[config.mk]
export PLATFORM = sky130hd
export DESIGN_NAME = awmc_multimode
export DESIGN_NICKNAME = d
export VERILOG_FILES = /design/src/rtl/awmc_pkg.sv /design/src/rtl/awmc_stage_timer.sv /design/src/rtl/awmc_multimode.sv
export SDC_FILE = /design/constraint.sdc
export NUM_CORES = 1
export LEC_CHECK = 0
export ABC_CLOCK_PERIOD_IN_PS = 4900
export CORE_ASPECT_RATIO = 1.75
export CORE_MARGIN = 5
export CORE_UTILIZATION = 35
export CTS_CLUSTER_SIZE = 20
export DETAILED_ROUTE_END_ITERATION = 6
export PLACE_DENSITY = 0.54
export SLEW_MARGIN = 15
export SYNTH_ARGS = -nofsm -noshare
export SYNTH_HDL_FRONTEND = slang
export SYNTH_HIERARCHICAL = 1
export SYNTH_SLANG_ARGS = --single-unit
[constraint.sdc]
create_clock -name clk -period 4.9 [get_ports clk]
set_input_delay 0.98 -clock clk [delete_from_list [all_inputs] [get_ports clk]]
set_output_delay 0.98 -clock clk [all_outputs]
set_load 0.02 [all_outputs]
[src/rtl/awmc_pkg.sv]
// Shared encodings and stage-duration helper for the multi-mode washing-machine controller.
package awmc_pkg;

  typedef enum logic [2:0] {
    ST_FILL   = 3'b000,
    ST_WASH   = 3'b001,
    ST_RINSE  = 3'b010,
    ST_SPIN   = 3'b011,
    ST_DRAIN  = 3'b100,
    ST_PAUSED = 3'b101,
    ST_IDLE   = 3'b111
  } stage_e;

  typedef enum logic [1:0] {
    MD_NORMAL = 2'b00,
    MD_QUICK  = 2'b01,
    MD_HEAVY  = 2'b10,
    MD_RINSE  = 2'b11
  } mode_e;

  typedef struct packed {
    logic valve;
    logic drain;
    logic motor;
  } act_t;

  function automatic int unsigned half_min1(input int unsigned v);
    return ((v >> 1) == 0) ? 1 : (v >> 1);
  endfunction

  // Stage length in cycles for the given stage and wash mode.
  function automatic int unsigned stage_dur(
    input stage_e      st,
    input mode_e       md,
    input int unsigned fill_t,
    input int unsigned wash_t,
    input int unsigned rinse_t,
    input int unsigned spin_t,
    input int unsigned drain_t
  );
    int unsigned d;
    d = 1;
    case (st)
      ST_FILL:  d = fill_t;
      ST_WASH: begin
        if (md == MD_QUICK)      d = half_min1(wash_t);
        else if (md == MD_HEAVY) d = wash_t << 1;
        else                     d = wash_t;
      end
      ST_RINSE: d = (md == MD_QUICK) ? half_min1(rinse_t) : rinse_t;
      ST_SPIN:  d = spin_t;
      ST_DRAIN: d = drain_t;
      default:  d = 1;
    endcase
    return d;
  endfunction

endpackage

[src/rtl/awmc_stage_timer.sv]
// In-stage cycle counter with terminal detect and pause save/restore.
module awmc_stage_timer #(
  parameter int unsigned CNT_W = 6
) (
  input  logic             clk,
  input  logic             reset_n,
  input  logic             i_clear,
  input  logic             i_restore,
  input  logic             i_hold,
  input  logic             i_save,
  input  logic [CNT_W-1:0] i_term,
  output logic [CNT_W-1:0] o_count_nxt,
  output logic             o_last
);

  logic [CNT_W-1:0] r_count;
  logic [CNT_W-1:0] r_term;
  logic [CNT_W-1:0] r_saved;

  assign o_last = (r_count == (r_term - CNT_W'(1)));

  always_comb begin
    o_count_nxt = r_count + CNT_W'(1);
    if (i_clear)        o_count_nxt = '0;
    else if (i_restore) o_count_nxt = r_saved;
    else if (i_hold)    o_count_nxt = r_count;
  end

  // Saved value is the count the stage would have reached, so a pause adds no cycles.
  always_ff @(posedge clk or negedge reset_n) begin
    if (!reset_n) begin
      r_count <= '0;
      r_term  <= CNT_W'(1);
      r_saved <= '0;
    end else begin
      r_count <= o_count_nxt;
      if (i_clear || i_restore) r_term  <= i_term;
      if (i_save)               r_saved <= o_last ? '0 : (r_count + CNT_W'(1));
    end
  end

endmodule

[src/rtl/awmc_multimode.sv]
// Multi-mode wash cycle controller: stage FSM, rinse pass tracking, latched config, actuator decode.
module awmc_multimode
  import awmc_pkg::*;
#(
  parameter int unsigned FILL_T    = 4,
  parameter int unsigned WASH_T    = 10,
  parameter int unsigned RINSE_T   = 6,
  parameter int unsigned SPIN_T    = 8,
  parameter int unsigned DRAIN_T   = 2,
  parameter int unsigned VALVE_T   = 2,
  parameter int unsigned MAX_RINSE = 3,
  parameter int unsigned CNT_W     = 6
) (
  input  logic       clk,
  input  logic       reset_n,
  input  logic       start,
  input  logic       pause,
  input  logic       abort,
  input  logic [1:0] mode,
  input  logic [1:0] rinse_n,
  output logic [2:0] stage,
  output logic [1:0] rinse_idx,
  output logic       valve,
  output logic       drain,
  output logic       motor,
  output logic       busy,
  output logic       done,
  output logic       aborted
);

  localparam logic [1:0]       MAX_RN    = 2'(MAX_RINSE);
  localparam logic [CNT_W-1:0] VALVE_CNT = CNT_W'(VALVE_T);

  stage_e     r_stage, r_saved_stage;
  mode_e      r_mode;
  logic [1:0] r_pass, r_rn, r_ridx;
  logic       r_done, r_aborted, r_pend, r_busy;
  act_t       r_act;

  stage_e           w_stage_nxt, w_saved_nxt, w_adv_stage;
  mode_e            w_mode_nxt, w_mode_in;
  logic [1:0]       w_pass_nxt, w_adv_pass, w_rn_nxt, w_rn_in;
  logic             w_done_nxt, w_aborted_nxt, w_pend_nxt;
  logic             w_clear, w_restore, w_hold, w_save, w_last;
  logic [CNT_W-1:0] w_term, w_cnt_nxt;
  act_t             w_act;

  assign w_mode_in = mode_e'(mode);
  assign w_rn_in   = (rinse_n == 2'd0) ? 2'd1 : ((rinse_n > MAX_RN) ? MAX_RN : rinse_n);
  assign w_term    = CNT_W'(stage_dur(w_stage_nxt, w_mode_nxt,
                                      FILL_T, WASH_T, RINSE_T, SPIN_T, DRAIN_T));

  awmc_stage_timer #(.CNT_W(CNT_W)) u_timer (
    .clk         (clk),
    .reset_n     (reset_n),
    .i_clear     (w_clear),
    .i_restore   (w_restore),
    .i_hold      (w_hold),
    .i_save      (w_save),
    .i_term      (w_term),
    .o_count_nxt (w_cnt_nxt),
    .o_last      (w_last)
  );

  // Where the sequence goes if the current stage is allowed to run one more cycle.
  always_comb begin
    w_adv_stage = r_stage;
    w_adv_pass  = r_pass;
    if (w_last) begin
      case (r_stage)
        ST_FILL:  w_adv_stage = ST_WASH;
        ST_WASH:  w_adv_stage = ST_RINSE;
        ST_RINSE: begin
          if (r_pass == (r_rn - 2'd1)) begin
            w_adv_stage = ST_SPIN;
            w_adv_pass  = 2'd0;
          end else begin
            w_adv_pass  = r_pass + 2'd1;
          end
        end
        ST_SPIN:  w_adv_stage = ST_DRAIN;
        ST_DRAIN: w_adv_stage = ST_IDLE;
        default:  w_adv_stage = r_stage;
      endcase
    end
  end

  always_comb begin
    w_stage_nxt   = r_stage;
    w_saved_nxt   = r_saved_stage;
    w_mode_nxt    = r_mode;
    w_rn_nxt      = r_rn;
    w_pass_nxt    = r_pass;
    w_done_nxt    = r_done;
    w_aborted_nxt = r_aborted;
    w_pend_nxt    = r_pend;
    w_clear       = 1'b0;
    w_restore     = 1'b0;
    w_hold        = 1'b0;
    w_save        = 1'b0;
    case (r_stage)
      ST_IDLE: begin
        w_hold = 1'b1;
        if (start) begin
          w_mode_nxt    = w_mode_in;
          w_rn_nxt      = w_rn_in;
          w_pass_nxt    = 2'd0;
          w_done_nxt    = 1'b0;
          w_aborted_nxt = 1'b0;
          w_pend_nxt    = 1'b0;
          w_stage_nxt   = (w_mode_in == MD_RINSE) ? ST_RINSE : ST_FILL;
          w_clear       = 1'b1;
          w_hold        = 1'b0;
        end
      end
      ST_PAUSED: begin
        if (abort) begin
          w_stage_nxt = ST_DRAIN;
          w_pass_nxt  = 2'd0;
          w_pend_nxt  = 1'b1;
          w_clear     = 1'b1;
        end else if (!pause) begin
          w_stage_nxt = r_saved_stage;
          w_restore   = 1'b1;
        end else begin
          w_hold = 1'b1;
        end
      end
      ST_DRAIN: begin
        w_stage_nxt = w_adv_stage;
        w_clear     = w_last;
        if (abort) w_pend_nxt = 1'b1;
        if (w_last) begin
          w_done_nxt    = !(r_pend || abort);
          w_aborted_nxt = r_pend || abort;
          w_pend_nxt    = 1'b0;
        end
      end
      default: begin
        if (abort) begin
          w_stage_nxt = ST_DRAIN;
          w_pass_nxt  = 2'd0;
          w_pend_nxt  = 1'b1;
          w_clear     = 1'b1;
        end else if (pause && (w_adv_stage != ST_DRAIN)) begin
          // Park the advanced position so resuming continues without repeating a cycle.
          w_stage_nxt = ST_PAUSED;
          w_saved_nxt = w_adv_stage;
          w_pass_nxt  = w_adv_pass;
          w_save      = 1'b1;
          w_hold      = 1'b1;
        end else begin
          w_stage_nxt = w_adv_stage;
          w_pass_nxt  = w_adv_pass;
          w_clear     = w_last;
        end
      end
    endcase
  end

  // Actuator decode of the upcoming stage/count, registered alongside the state.
  always_comb begin
    w_act = '0;
    case (w_stage_nxt)
      ST_FILL:  w_act.valve = 1'b1;
      ST_WASH: begin
        w_act.motor = 1'b1;
        w_act.valve = (w_cnt_nxt < VALVE_CNT);
      end
      ST_RINSE: begin
        w_act.motor = 1'b1;
        if (w_cnt_nxt < (w_term >> 1)) w_act.drain = 1'b1;
        else                           w_act.valve = 1'b1;
      end
      ST_SPIN: begin
        w_act.drain = 1'b1;
        w_act.motor = 1'b1;
      end
      ST_DRAIN: w_act.drain = 1'b1;
      default:  w_act = '0;
    endcase
  end

  always_ff @(posedge clk or negedge reset_n) begin
    if (!reset_n) begin
      r_stage       <= ST_IDLE;
      r_saved_stage <= ST_IDLE;
      r_mode        <= MD_NORMAL;
      r_rn          <= 2'd1;
      r_pass        <= 2'd0;
      r_ridx        <= 2'd0;
      r_done        <= 1'b0;
      r_aborted     <= 1'b0;
      r_pend        <= 1'b0;
      r_busy        <= 1'b0;
      r_act         <= '0;
    end else begin
      r_stage       <= w_stage_nxt;
      r_saved_stage <= w_saved_nxt;
      r_mode        <= w_mode_nxt;
      r_rn          <= w_rn_nxt;
      r_pass        <= w_pass_nxt;
      r_ridx        <= (w_stage_nxt == ST_RINSE) ? w_pass_nxt : 2'd0;
      r_done        <= w_done_nxt;
      r_aborted     <= w_aborted_nxt;
      r_pend        <= w_pend_nxt;
      r_busy        <= (w_stage_nxt != ST_IDLE);
      r_act         <= w_act;
    end
  end

  assign stage     = r_stage;
  assign rinse_idx = r_ridx;
  assign valve     = r_act.valve;
  assign drain     = r_act.drain;
  assign motor     = r_act.motor;
  assign busy      = r_busy;
  assign done      = r_done;
  assign aborted   = r_aborted;

endmodule

[After elaboration in Yosys (flattened, before gate mapping)]
Cells that the tools add are included.
Word-level totals
  bits of input ports: 9
  logic and storage cells: 116
  register bits after elaboration: 39
Cells by class
  $lt $le $gt $ge: 3
  $add $sub $neg: 4
  bitwise operators: 2
  equality and inequality tests: 19
  reductions and logical operators: 14
  multiplexer cells: 58
Operators with widths (number)
  $pmux W5 S5: 1
  $mux W2: 12
  $mux W3: 8
  $mux W6: 4
  $mux W1: 21
  $pmux W3 S5: 1
  $eq A3 B2 Y1 const B: 4
  $eq A3 B3 Y1 const B: 4
  $mux W5: 2
  $pmux W1 S3: 3
  $pmux W3 S3: 1
  $pmux W1 S2: 4
  $add A6 B1 Y6 const B: 1
  $eq A3 B1 Y1 const B: 2
  $eq A6 B6 Y1: 1
  $logic_not A3 Y1: 2
  $lt A6 B2 Y1 const B: 1
  $lt A6 B5 Y1: 1
  $ne A3 B3 Y1 const B: 2
  $pmux W2 S3: 1
  $reduce_and A3 Y1: 2
  $reduce_or A3 Y1: 2
  $sub A6 B1 Y6 const B: 1
  $eq A2 B2 Y1 const B: 2
  other kinds (15): 17

[Depth between registers and ports, before layout]
Gate-level depths: netlist of run 1.
  depth after elaboration: 16
  depth in mapped cells: 19

[Cells and area by module]
The synthesis of run 1 kept the hierarchy.
By module, submodules not included
  awmc_multimode: seq. area each 534.3 sq um, times used 1, cells each 158, area an instance 1466.4 sq um
  awmc_stage_timer: seq. area each 451.7 sq um, times used 1, cells each 102, area an instance 1011.0 sq um

[Least setup slack after synthesis of run 1]
OpenSTA, ideal clock, no wires.
  path kind: register to register
  start: reg u_timer.r_term[0]
  end: reg r_act, in the netlist valve
  data arrival time: 4.392 ns
  stages on the path, launching flop included: 18
  path buffers: 1
  data required time: 4.781 ns
  setup slack: 0.389 ns
  setup time: 0.119 ns
  path through: dfstp_2 -> inv_1 -> ha_1 -> nand2b_1 -> a311o_1 -> a211oi_4 -> buf_2 -> a21oi_1 -> o21ai_0 -> inv_1 -> a211oi_1 -> a211oi_1 -> ha_1 -> a21o_1 -> a21o_1 -> a2111oi_0 -> a211oi_1 -> o21a_1
RTL lines
  start: declaration: RTL line awmc_stage_timer.sv:17  | logic [CNT_W-1:0] r_term;
  start signal: assignment: RTL line awmc_stage_timer.sv:37  | if (i_clear || i_restore) r_term <= i_term;
  end signal: assignment: RTL line awmc_multimode.sv:208  | r_act <= w_act;
  end: declaration: RTL line awmc_multimode.sv:38  | act_t r_act;

==> results.sh, run 1 <==
export IMPL_crit_path_max_fanout=7
export IMPL_gp_congestion=0.7741
export IMPL_port_buffer_count=19
export IMPL_wl_per_cell_um=16.18
export IMPL_report_final_hold_viol_count=0
export IMPL_final_common_cell="sky130_fd_sc_hd__dfrtp_1"
export IMPL_postRouteWirelength_mm=5.922
export IMPL_place_worst_setup_slack_ns=0.2901
export IMPL_drive_above_1_share_pct=14.18
export IMPL_worst_path_dominant_cell_family="compound AO/OA/AOI/OAI gates"
export IMPL_number_of_antenna_violations_at_the_first_check_in_global_routing=0
export IMPL_sum_of_net_half_perimeters_after_detailed_placement_mm=4.399
export IMPL_grt_max_degree=40
export IMPL_maximum_single_stage_delay_on_the_critical_path_ns=0.57
export IMPL_grt_first_pass_wirelength_mm=9.653
export IMPL_io_pin_count=20
export IMPL_fin_tns_setup_ns=0
export IMPL_antenna_diode_count=0
export IMPL_n_fill_cell=704
export IMPL_initial_core_util_pct=35.87
export IMPL_relSlewSlack_pct=39.73
export IMPL_final_core_utilization_pct=42.08
export IMPL_sequential_area_share_after_synthesis_pct=39.80
export IMPL_critical_path_arrival_ns=4.70
export IMPL_end_kind="flop"
export IMPL_drv_max_cap_violation_count=0
export IMPL_r2r_start="u_timer/r_term[0]"
export IMPL_placementRows=40
export IMPL_hold_depth=2
export IMPL_yosys_register_bits=39
export IMPL_final_net_count=297
export IMPL_synth_lib_cells_used_distinct=57
export IMPL_synth_edff_count=0
export IMPL_postLayoutCellArea_sq_um=2907
export IMPL_grt_setup_unrepaired="no"
export IMPL_fmax_mhz=221.2
export IMPL_cts_root_buffer_cell="sky130_fd_sc_hd__clkbuf_16"
export IMPL_die_height_um=121.3
export IMPL_detail_route_vias_per_cell=5.402
export IMPL_post_route_antenna_net_violation_count=0
export IMPL_die_area_sq_um=8927
export IMPL_synthesis_yosys_warnings=6
export IMPL_grt_overflow_total=0
export IMPL_floorplan_die_width_um=73.60
export IMPL_ir_drop_mv=0.2734
export IMPL_period_share_pct=92.26
export IMPL_clock_tree_buffer_depth=2
export IMPL_mappedNetlistArea_sq_um=2477
export IMPL_cts_reportedPaths_clkPinSlew_ns=0.06
export IMPL_worstPathCellList="inv_1 > ha_1 > nand2b_1 > a311o_1 > a211oi_4 > a21oi_1 > o21ai_0 > nand2_1 > nand2b_1 > xnor2_1 > nor2_1 > a211oi_1 > ha_1 > a21o_1 > a2111oi_1 > a211oi_1 > o21a_1"
export IMPL_commonest_cells_after_routing_fill_and_taps_aside="31 x sky130_fd_sc_hd__dfrtp_1, 23 x sky130_fd_sc_hd__nand2_1, 18 x sky130_fd_sc_hd__clkdlybuf4s50_1, 16 x sky130_fd_sc_hd__nor2_1, 15 x sky130_fd_sc_hd__inv_1"
export IMPL_placed_cell_area_sq_um=2736
export IMPL_drt_pass1_iter_count=4
export IMPL_clock_tree_htree_level_count=2
export IMPL_synth_avg_cell_area_sq_um=9.528
export IMPL_area_delta_synth_final_pct=17.32
export IMPL_global_route_usage_sum_pct=14.31
export IMPL_powerDensity_nw_per_um2=623.9
export IMPL_setup_ws_ns=0.3791
export IMPL_crit_start="u_timer/r_term[0]"
export IMPL_status="finished clean"
export IMPL_r2r_worst_path_cells=17
export IMPL_clock_tree_from_tritoncts="done"
export IMPL_timing_final_crit_period_ns=4.521
export IMPL_clock_skew_ns=0.004489
export IMPL_drc_violations_left=0
export IMPL_coreArea_sq_um=6907
export IMPL_timing_final_max_slew_violations=0
export IMPL_synth_ff_type="sky130_fd_sc_hd__dfrtp_1"
export IMPL_slowest_stage="sky130_fd_sc_hd__dfstp_2"
export IMPL_vias=1977
export IMPL_setup_violations=0
export IMPL_max_slew_worst_pin_slew_ns=0.9040
export IMPL_numCtsBuffers=5
export IMPL_crit_cells=17
export IMPL_insertion_delay_ns=0.28
export IMPL_hold_start="r_saved_stage[2]"
export IMPL_cts_sink_count=39
export IMPL_hp_class="reg -> reg"
export IMPL_critPathBufInv=1
export IMPL_postSynth_asyncResetShare_pct=100.0
export IMPL_syn_num_nets=276
export IMPL_synthCells=260
export IMPL_total_leakage_power_nw=1.247
export IMPL_first_global_vias=1952
export IMPL_cp_data_required_time_ns=5.08
export IMPL_crit_path_start_kind="flop"
export IMPL_ff2ff_setup_slack_ns=0.38
export IMPL_drt_initial_drc_count=111
export IMPL_crit_type="reg -> reg"
-- cell usage after synthesis (all sizes together) (2+ instances only) --
| cell | count | area share [%] |
|---|---|---|
| a211oi | 11 | 3.8 |
| nor3 | 7 | 1.4 |
| or3 | 2 | 0.50 |
| a21o | 2 | 0.61 |
| mux2 | 7 | 3.2 |
| xnor2 | 11 | 3.9 |
| and3b | 2 | 0.71 |
| a22o | 3 | 1.1 |
| nand2b | 6 | 1.5 |
| nand4 | 2 | 0.50 |
| nand4b | 2 | 0.71 |
| nor2b | 7 | 1.8 |
| o21ai | 16 | 3.2 |
| mux2i | 3 | 1.2 |
| dfstp | 8 | 8.5 |
| dfrtp | 31 | 31 |
| buf | 10 | 3.1 |
| xor2 | 7 | 2.5 |
| nand3 | 8 | 1.8 |
| clkbuf | 2 | 0.30 |
| o31ai | 3 | 0.91 |
| a21oi | 7 | 1.4 |
| nor2 | 17 | 2.9 |
| nand3b | 4 | 1.2 |
| ha | 7 | 3.5 |
| nor4bb | 2 | 0.81 |
| nand2 | 24 | 3.7 |
| and3 | 5 | 1.3 |
| inv | 16 | 2.4 |
| o22ai | 7 | 1.8 |
| nor3b | 3 | 0.91 |
-- state kept, by name, indices dropped and copies added (netlist names) --
| name | count |
|---|---|
| done | 1 |
| busy | 1 |
| drain | 1 |
| r_mode | 2 |
| u_timer/r_term | 6 |
| aborted | 1 |
| motor | 1 |
| r_pass | 2 |
| u_timer/r_saved | 6 |
| u_timer/r_count | 6 |
| r_rn | 2 |
| stage | 3 |
| r_saved_stage | 3 |
| r_pend | 1 |
| valve | 1 |
| rinse_idx | 2 |
-- through the flow --
stage | power (mW) | hold WS [ns] | cells
3_5_place_dp | 1.449 | 0.4886 | 358
5_1_grt | 1.966 | 0.5481 | 366
2_1_floorplan | 1.222 | 0.4606 | 260
4_1_cts | 1.831 | 0.4984 | 366
3_3_place_gp | 1.446 | 0.4805 | 358
6_report | 1.814 | 0.4942 | 366
-- report_power, final --
part / internal, mW / leakage, nW / switching (mW)
clock: 0.240 / 0.0838 / 0.131
sequential: 0.443 / 0.465 / 0.140
combinational: 0.402 / 0.698 / 0.457
-- repair_timing --
item,4_1_cts,5_1_grt
hold buffers,0,0
endpoints found under the setup margin,0,2
resized for setup,0,1
buffers inserted,0,0
-- tightest hold or removal path, cell delays in order (launching register included) --
cell and delay [ns]:
sky130_fd_sc_hd__dfstp_2 0.37, sky130_fd_sc_hd__nand2_1 0.04, sky130_fd_sc_hd__o21ai_0 0.07
-- path summary, 6_finish.rpt --
path                                       to
setup / recovery                        valve
hold / removal               r_saved_stage[2]
setup reg to reg                        valve
hold reg to reg              r_saved_stage[2]
max in group asynchronous                done
min in group asynchronous  u_timer/r_saved[0]
-- per-layer routing --
metal  track usage [%]  share of wire (%)  wire, um
met1             15.46                 39      2299
met5                 0                  0         0
met3             3.068                2.7       162
met4             7.143                3.2       191
met2             25.33                 55      3268
-- area by class of cell --
class | instances | area (sq um) | share of cell area, %
clock buffers | 5 | 125.1 | 4.305
clock inverters | 3 | 43.79 | 1.507
inverters | 17 | 63.81 | 2.195
multi-input cells | 192 | 1345 | 46.28
flip-flops and latches | 39 | 985.9 | 33.92
well taps | 84 | 105.1 | 3.616
repair buffers | 26 | 237.7 | 8.179
-- cell families after synthesis --
| family | count (synthesis) | synth area share (%) |
|---|---|---|
| AOI/OAI and AO/OA | 61 | 17.83 |
| xor gates and xnor gates | 18 | 6.364 |
| adders and majority gates | 7 | 3.535 |
| buffers and inverters | 29 | 5.959 |
| DFF | 39 | 39.80 |
| muxes | 10 | 4.394 |
| other | 1 | 0.1514 |
| and+or+nand+nor | 95 | 21.97 |
Power figures use the tool's default switching activity.
==> run 2: changes to the inputs <==
- CORE_MARGIN: 5 -> default
==> results.sh, run 2 (synthesis gave the netlist of run 1 again) <==
export IMPL_timing_final_crit_period_ns=4.508
export IMPL_status="finished clean"
export IMPL_detail_route_vias_per_cell=5.394
export IMPL_worstPathCellList="inv_1 > ha_1 > nand2b_1 > a311o_1 > a211oi_4 > buf_4 > and2b_1 > nand4b_1 > a311oi_4 > o21ai_1 > a22oi_1 > ha_1 > a21o_1 > a21o_1 > a2111oi_2 > a211oi_1 > o21a_1"
export IMPL_slowest_stage="sky130_fd_sc_hd__dfstp_2"
export IMPL_drv_max_cap_violation_count=0
export IMPL_post_cts_hold_buffer_count=0
export IMPL_hold_start="r_saved_stage[2]"
export IMPL_clock_tree_from_tritoncts="done"
export IMPL_vias=1958
export IMPL_report_final_hold_viol_count=0
export IMPL_ff2ff_setup_slack_ns=0.39
export IMPL_setup_violations=0
export IMPL_place_worst_setup_slack_ns=0.2707
export IMPL_cp_data_required_time_ns=5.08
export IMPL_clock_skew_ns=0.005501
export IMPL_initial_core_util_pct=36.13
export IMPL_max_slew_worst_pin_slew_ns=0.8966
export IMPL_coreArea_sq_um=6857
export IMPL_powerDensity_nw_per_um2=627.4
export IMPL_total_power_mw=1.816
export IMPL_gp_congestion=0.7816
export IMPL_reg_largest_list="u_timer/r_count (6), u_timer/r_saved (6), u_timer/r_term (6)"
export IMPL_relSlewSlack_pct=40.23
export IMPL_drive_above_1_share_pct=13.62
export IMPL_drt_pass1_iter_count=4
export IMPL_crit_path_max_fanout=18
export IMPL_sum_of_net_half_perimeters_after_detailed_placement_mm=4.381
export IMPL_crit_path_start_kind="flop"
export IMPL_timing_final_max_slew_violations=0
export IMPL_fin_tns_setup_ns=0
export IMPL_io_pin_count=20
export IMPL_cts_reportedPaths_clkPinSlew_ns=0.06
export IMPL_maximum_single_stage_delay_on_the_critical_path_ns=0.57
export IMPL_area_delta_synth_final_pct=16.82
export IMPL_final_common_cell="sky130_fd_sc_hd__dfrtp_1"
export IMPL_grt_setup_unrepaired="no"
export IMPL_numCtsBuffers=5
export IMPL_port_buffer_count=19
export IMPL_die_height_um=113.3
export IMPL_wl_per_cell_um=16.18
export IMPL_grt_first_pass_wirelength_mm=9.894
export IMPL_number_of_antenna_violations_at_the_first_check_in_global_routing=0
export IMPL_floorplan_die_width_um=65.60
export IMPL_drt_initial_drc_count=44
export IMPL_cts_sink_count=39
export IMPL_hp_class="reg -> reg"
export IMPL_global_route_usage_sum_pct=17.93
export IMPL_total_leakage_power_nw=1.235
export IMPL_clock_tree_buffer_depth=2
export IMPL_first_global_vias=1978
export IMPL_drc_violations_left=0
export IMPL_postRouteWirelength_mm=5.875
export IMPL_r2r_worst_path_cells=17
export IMPL_post_route_antenna_net_violation_count=0
export IMPL_grt_max_degree=40
export IMPL_r2r_start="u_timer/r_term[0]"
export IMPL_die_area_sq_um=7432
export IMPL_end_kind="flop"
export IMPL_fmax_mhz=221.8
export IMPL_final_hold_worst_slack_ns=0.4867
export IMPL_critical_path_arrival_ns=4.68
export IMPL_final_net_count=294
export IMPL_cts_root_buffer_cell="sky130_fd_sc_hd__clkbuf_16"
export IMPL_insertion_delay_ns=0.28
export IMPL_worstReg2RegEnd="valve"
export IMPL_clock_tree_htree_level_count=2
export IMPL_antenna_diode_count=0
export IMPL_grt_overflow_total=0
export IMPL_placementRows=40
export IMPL_setup_ws_ns=0.3923
export IMPL_ir_drop_mv=0.2904
export IMPL_timing_hold_worst_endpoint="r_saved_stage[2]"
export IMPL_period_share_pct=91.99
export IMPL_commonest_cells_after_routing_fill_and_taps_aside="31 x sky130_fd_sc_hd__dfrtp_1, 23 x sky130_fd_sc_hd__nand2_1, 18 x sky130_fd_sc_hd__clkdlybuf4s50_1, 16 x sky130_fd_sc_hd__nor2_1, 15 x sky130_fd_sc_hd__inv_1"
export IMPL_hold_depth=2
export IMPL_crit_type="reg -> reg"
run 2: cell count changes in the layout (fill, tap and decap cells not counted), sizes merged:
| cell | change |
|---|---|
| clkinv | -1 |
| buf | -3 |
| clkbuf | +1 |
run 2: worst max path at each step:
stage	end	start
after floorplan	valve	u_timer/r_term[0]
after global placement	valve	u_timer/r_term[0]
after detailed placement	valve	u_timer/r_term[0]
after CTS	valve	u_timer/r_term[0]
after global routing	valve	u_timer/r_term[0]
final	valve	u_timer/r_term[0]
run 2: where the power goes:
| group | internal, mW | switching, mW | leakage, nW |
|---|---|---|---|
| clock | 0.253 | 0.131 | 0.0868 |
| combinational | 0.390 | 0.463 | 0.683 |
| sequential | 0.443 | 0.136 | 0.465 |
| total | 1.09 | 0.729 | 1.24 |
run 2: layer usage:
metal	part of all wire, %	up-vias	GRT usage, %
li1	-	959	-
met1	37	961	18.31
met2	57	28	33.81
met3	2.1	10	2.722
met4	3.2	0	8.986
met5	0	-	0
run 2: area by class of cell:
| class | count | area [sq um] |
|---|---|---|
| Timing Repair Buffer | 23 | 215.2 |
| Sequential cell | 39 | 985.9 |
| Tap cell | 84 | 105.1 |
| Multi-Input combinational cell | 192 | 1350 |
| Clock buffer | 6 | 138.9 |
| Inverter | 17 | 63.81 |
| Clock inverter | 2 | 35.03 |
| Fill cell | 675 | 3963 |
run 2: per-stage QoR:
| stage | instances | utilization (%) | cell area [sq um] |
|---|---|---|---|
| 2_1_floorplan | 260 | - | 2477 |
| 3_3_place_gp | 355 | 39.58 | 2714 |
| 3_5_place_dp | 355 | 39.58 | 2714 |
| 4_1_cts | 363 | 42.12 | 2888 |
| 5_1_grt | 363 | 42.21 | 2894 |
| 6_report | 363 | 42.21 | 2894 |
run 2: worst max-delay path, delay by kind of cell (launching register included):
family	cells	cell delay, ns
AOI/OAI and AO/OA	10	2.45
DFF	1	0.57
and+or+nand+nor	3	0.60
adders and majority gates	2	0.48
buffers and inverters	2	0.31
run 2: what timing repair did:
action | CTS | global route
hold endpoints to repair | 0 | 0
setup endpoints to repair | 0 | 2
resized for setup | 0 | 2
buffers inserted | 0 | 0
